$ cat src/rtl/serial_add_ctrl.sv
// Bit-serial adder sequencer: streams two WIDTH-bit operands LSB first through one
// external full adder, registering the carry between bits.
module serial_add_ctrl #(
  parameter int unsigned WIDTH = 8
) (
  input  logic             clk,
  input  logic             rst,
  input  logic             start,
  input  logic [WIDTH-1:0] A,
  input  logic [WIDTH-1:0] B,
  input  logic             Cin,
  output logic             fa_A,
  output logic             fa_B,
  output logic             fa_Cin,
  input  logic             fa_S,
  input  logic             fa_Cout,
  output logic             busy,
  output logic             done,
  output logic [WIDTH-1:0] S,
  output logic             Cout
);

  localparam int unsigned CntW = (WIDTH > 1) ? $clog2(WIDTH) : 1;

  typedef enum logic [1:0] {
    StIdle,
    StRun,
    StDone
  } state_e;

  state_e            state_q, state_d;
  logic [WIDTH-1:0]  a_sh_q, a_sh_d;
  logic [WIDTH-1:0]  b_sh_q, b_sh_d;
  logic [WIDTH-1:0]  sum_sh_q, sum_sh_d;
  logic              carry_q, carry_d;
  logic [CntW-1:0]   cnt_q, cnt_d;
  logic [WIDTH-1:0]  s_q, s_d;
  logic              cout_q, cout_d;

  logic              accept;
  logic              last_bit;
  logic [WIDTH-1:0]  sum_shift;

  assign accept   = start && (state_q != StRun);
  assign last_bit = (state_q == StRun) && (cnt_q == CntW'(WIDTH - 1));

  // Shift in the new sum bit at the MSB; written this way so WIDTH=1 needs no empty slice.
  always_comb begin
    sum_shift            = sum_sh_q >> 1;
    sum_shift[WIDTH-1]   = fa_S;
  end

  // State register and datapath flops
  always_ff @(posedge clk or posedge rst) begin
    if (rst) begin
      state_q  <= StIdle;
      a_sh_q   <= '0;
      b_sh_q   <= '0;
      sum_sh_q <= '0;
      carry_q  <= 1'b0;
      cnt_q    <= '0;
      s_q      <= '0;
      cout_q   <= 1'b0;
    end else begin
      state_q  <= state_d;
      a_sh_q   <= a_sh_d;
      b_sh_q   <= b_sh_d;
      sum_sh_q <= sum_sh_d;
      carry_q  <= carry_d;
      cnt_q    <= cnt_d;
      s_q      <= s_d;
      cout_q   <= cout_d;
    end
  end

  // Next-state logic
  always_comb begin
    state_d = state_q;
    unique case (state_q)
      StIdle:  if (start) state_d = StRun;
      StRun:   if (last_bit) state_d = StDone;
      StDone:  state_d = start ? StRun : StIdle;
      default: state_d = StIdle;
    endcase
  end

  // Datapath next values
  always_comb begin
    a_sh_d   = a_sh_q;
    b_sh_d   = b_sh_q;
    sum_sh_d = sum_sh_q;
    carry_d  = carry_q;
    cnt_d    = cnt_q;
    s_d      = s_q;
    cout_d   = cout_q;
    if (accept) begin
      a_sh_d  = A;
      b_sh_d  = B;
      carry_d = Cin;
      cnt_d   = '0;
    end else if (state_q == StRun) begin
      sum_sh_d = sum_shift;
      carry_d  = fa_Cout;
      a_sh_d   = a_sh_q >> 1;
      b_sh_d   = b_sh_q >> 1;
      cnt_d    = cnt_q + CntW'(1);
      if (last_bit) begin
        s_d    = sum_shift;
        cout_d = fa_Cout;
      end
    end
  end

  // Outputs: full-adder inputs are gated to zero outside RUN
  always_comb begin
    busy   = (state_q == StRun);
    done   = (state_q == StDone);
    fa_A   = 1'b0;
    fa_B   = 1'b0;
    fa_Cin = 1'b0;
    if (state_q == StRun) begin
      fa_A   = a_sh_q[0];
      fa_B   = b_sh_q[0];
      fa_Cin = carry_q;
    end
  end

  assign S    = s_q;
  assign Cout = cout_q;

endmodule

$ cat config.mk
export PLATFORM = sky130hd
export DESIGN_NAME = serial_add_ctrl
export DESIGN_NICKNAME = d
export VERILOG_FILES = /design/src/rtl/serial_add_ctrl.sv
export SDC_FILE = /design/constraint.sdc
export NUM_CORES = 1
export LEC_CHECK = 0
export ABC_AREA = 1
export CELL_PAD_IN_SITES_DETAIL_PLACEMENT = 1
export CELL_PAD_IN_SITES_GLOBAL_PLACEMENT = 1
export CORE_ASPECT_RATIO = 1.1
export CORE_MARGIN = 3
export CORE_UTILIZATION = 37
export DETAILED_ROUTE_END_ITERATION = 10
export GPL_TIMING_DRIVEN = 0
export MAX_ROUTING_LAYER = met4
export PLACE_DENSITY_LB_ADDON = 0.1
export REMOVE_ABC_BUFFERS = 1
export SLEW_MARGIN = 0
export SYNTH_ARGS = -nofsm -noshare
export SYNTH_HDL_FRONTEND = slang
export SYNTH_SLANG_ARGS = --single-unit
$ cat constraint.sdc
create_clock -name clk -period 1.5 [get_ports clk]
set_input_delay 0.3 -clock clk [delete_from_list [all_inputs] [get_ports clk]]
set_output_delay 0.3 -clock clk [all_outputs]
set_load 0.01 [all_outputs]
-- After elaboration in Yosys (flattened, before gate mapping)
Cells that the tools add are included.
- register bits: 39
- input port bits: 22
- output and inout port bits: 14
- word-level logic and storage cells: 38
- add/subtract/negate cells: 1
- equality and inequality tests: 6
- multiplexer cells: 15
- bitwise operators: 1
- reductions and logical operators: 7
- operators by type and width (kind ; count):
    8-bit two-way mux ; 4
    1-bit two-way mux ; 6
    3-bit two-way mux ; 2
    2-bit case mux with 3 select lines ; 1
    2-bit two-way mux ; 2
    2-bit by 1-bit inequality test with 1-bit output (second input constant) ; 2
    2-bit AND reduction ; 2
    3-bit by 1-bit adder with 3-bit output (second input constant) ; 1
    3-bit == test (second input constant) ; 1
    3-bit AND reduction ; 1
    2-bit by 1-bit == test with 1-bit output (second input constant) ; 1
    2-bit == test (second input constant) ; 1
    1-bit logical AND ; 2
    2-bit logical NOT ; 1
    2-bit inequality test (second input constant) ; 1
    2-bit nonzero test ; 1
    1-bit NOT ; 1

-- Depth between registers and ports, before layout
- depth in word-level cells: 4
- mapped depth: 6
- gate-level depth less buffers: 6

-- Worst setup path after synthesis
OpenSTA, ideal clock, no wires.
- kind: register -> output
- from: register state_q[1]
- to: output fa_A
- arrival: 0.971 ns
- data required time: 1.200 ns
- setup slack: 0.229 ns
- stages on the path, launching flop included: 6
- path buffers: 2
- cell sequence: dfrtp_1 > inv_1 > nand2_2 > buf_6 > buf_6 > nor2_1
- longest elaborated chain between the ends: 2
- RTL lines (element ; line ; RTL):
    start, declared ; 31 ; state_e state_q, state_d;
    start signal, assigned ; 56 ; state_q <= StIdle;
    start signal, assigned ; 65 ; state_q <= state_d;
    2-bit by 1-bit == test with 1-bit output ; 121 ; if (state_q == StRun) begin
    1-bit two-way mux ; 121 ;
    end, declared ; 12 ; output logic fa_A,
Every way passes these cells.

-- Worst setup path after layout
- from: register state_q[1]
- to: output busy
- longest elaborated chain between the ends: 1
- RTL lines (element ; line ; RTL):
    2-bit by 1-bit == test with 1-bit output ; 116 ; busy = (state_q == StRun);
    end, declared ; 17 ; output logic busy,
Every way passes these cells.

==> impl_metrics.tcl <==
set metrics [dict create \
    syn2layout_area_growth_pct 34.59 \
    p_leak_nw 1.192 \
    num_antenna_cells 0 \
    clock-sinks 38 \
    maxSlewViolCount 0 \
    die_area_mm2 0.005317 \
    cts_made_buffers 5 \
    tightest_slew_ns 0.8120 \
    finalCritPeriodShare 0.9619 \
    use_met2 0.3384 \
    die_x_um 69.80 \
    grtUsageMet3 0.04090 \
    ant_nets 0 \
    setup_violations 0 \
    cp-end-kind "output pin" \
    hold_path.class "flop to flop" \
    hpwl_mm 2.485 \
    grt_max_degree 39 \
    synth.area.top_cells "dfrtp_1, nand3_1, nand2_1" \
    crit_type "flop to output pin" \
    drv_cap 0 \
    drc 0 \
    ios 36 \
    busiest_layer "met2" \
    fin_crit_ns 1.443 \
    overflow 0 \
    synthDistinctLibCells 14 \
    grt_pass1_vias 1583 \
    outcome "completed" \
    final_hold_viol_count 0 \
    worstPathRequired_ns 1.20 \
    worstPathArrival_ns 1.14 \
    post-synth-top-area-cell "dfrtp_1" \
    p_per_area_mw_per_mm2 1887 \
    fill_cells 478 \
    grt_usage 0.1871 \
    max-slew-margin-rel 0.4579 \
    drive_gt1_frac 0.1496 \
    cts_root_buffer "clkbuf_8" \
    final_common_cell "nand2_1" \
    core_area_mm2 0.004144 \
    dpl_cell_area_mm2 0.001996 \
    drtPass1Iterations 3 \
    vias_per_cell 5.080 \
    grt_antenna_before_repair 0 \
    port_buffers 35 \
    p_total_mw 4.208 \
    met1_usage 0.2052 \
    place_congestion 0.7344 \
    ir_worst_vdd_mv 0.7054 \
    cts_tree "yes" \
    cp_max_fo 2 \
    htreeDepth 2 \
    ys_seq_area_frac 0.5740 \
    clk_pin_slew_ns 0.08 \
    syn_area_per_cell_um2 8.765 \
    row_count 24 \
    nNetsFinal 257 \
    cts_buffer_depth 2 \
    avgRoutedWirePerCell_um 15.68 \
    die_h_um 76.18 \
    max_freq_mhz 693.1 \
    grt_pass1_wl_mm 7.645 \
    yosysTopAreaCellShare 0.5740 \
    drt_iter0_markers 62 \
    syn_inst 189 \
    clkLatencyLatePin_ns 0.29 \
    start_util 0.3998 \
    critPathLaunchType "flop" \
    routed-via-count 1453 \
    grt_setup_unrepaired "false" \
    synth_area_mm2 0.001657 \
    drt_wl_total_mm 4.484 \
    ys_ff_latch 38 \
    yosys_warnings 0 \
    final_cell_mix "nand2_1, nand3_1, dfrtp_1, clkdlybuf4s50_1, dlymetal6s2s_1" \
    fin_area_mm2 0.002230 \
    finClkSkew_ns 0.008702 \
]
-- final timing paths --
check | from | to | slack (ns) | depth (start not counted)
max in group asynchronous | rst | state_q[0] | 0.46 | 2
worst min-delay path | S[1] | S[1] | 0.47 | 2
worst min register to register | S[1] | S[1] | 0.47 | 2
worst max-delay path | state_q[1] | busy | 0.06 | 3
worst max register to register | state_q[1] | sum_sh_q[7] | 0.11 | 4
min in group asynchronous | rst | a_sh_q[5] | 0.48 | 2
-- through the flow --
| step | utilization | TNS, ns | cells | hold slack (ns) | setup slack (ns) |
|---|---|---|---|---|---|
| finish | 0.5380 | 0 | 286 | 0.4661 | 0.05715 |
| global route | 0.5380 | 0 | 286 | 0.5084 | 0.004499 |
| CTS | 0.5326 | 0 | 286 | 0.4761 | 0.006642 |
| detailed placement | 0.4816 | -19.74 | 265 | 0.4580 | -0.7425 |
| global placement | 0.4816 | -35.54 | 265 | 0.4522 | -0.6748 |
| floorplan | - | 0 | 178 | 0.4096 | 0.06785 |
-- routing by layer --
layer  vias up  share of wire  routed length, um
met4         0          0.012                 54
met1       722           0.41               1856
li1        698              -                  -
met2        27           0.54               2431
met3         6          0.032                142
met5         -              0                  0
-- worst max-delay path: stages (launching register included) --
cell and delay (ns):
dfrtp_2 0.44, buf_6 0.14, nor2_4 0.14, buf_6 0.12
-- Yosys cell counts --
cell type / n
nand3_1: 52
buf_4: 1
nor2_4: 1
buf_6: 3
dfrtp_1: 38
nor2_1: 4
o21ai_0: 3
inv_1: 9
nand2_1: 65
o22ai_1: 1
nand2_2: 2
buf_2: 7
ha_1: 2
nor2_2: 1
-- cells by family after synthesis --
| family | count (synthesis) | share of synthesized area |
|---|---|---|
| AOI/OAI and AO/OA | 4 | 0.01284 |
| adders and majority gates | 2 | 0.01510 |
| buffers and inverters | 20 | 0.06646 |
| DFF | 38 | 0.5740 |
| and+or+nand+nor | 125 | 0.3316 |
-- what timing repair did --
item,CTS,global route
gates cloned,4,0
setup endpoints to repair,38,19
hold buffers,0,0
setup buffers,9,0
pin swaps,2,0
gates resized for setup,34,11
-- report_power, final --
group	internal (mW)	switching, mW	leakage (nW)
Sequential	1.46	0.250	0.481
Combinational	0.746	1.02	0.663
Clock	0.371	0.363	0.0482
Total	2.58	1.63	1.19
-- final cells by class --
type	instances	area (um2)	share of cell area
clock buffer	7	86.33	0.03872
clock inverter	1	5.005	0.002245
inverter	9	42.54	0.01908
multi-input combinational	134	643.1	0.2884
sequential	38	953.4	0.4276
tap	52	65.06	0.02918
timing repair buffer	44	426.7	0.1914
timing repair inverter	1	7.507	0.003367
-- sequential cells by signal, indices dropped and copies added (netlist names) --
signal    count
state_q       2
S             8
sum_sh_q      7
carry_q       1
Cout          1
a_sh_q        8
b_sh_q        8
cnt_q         3
(Power assumes the default switching activity.)
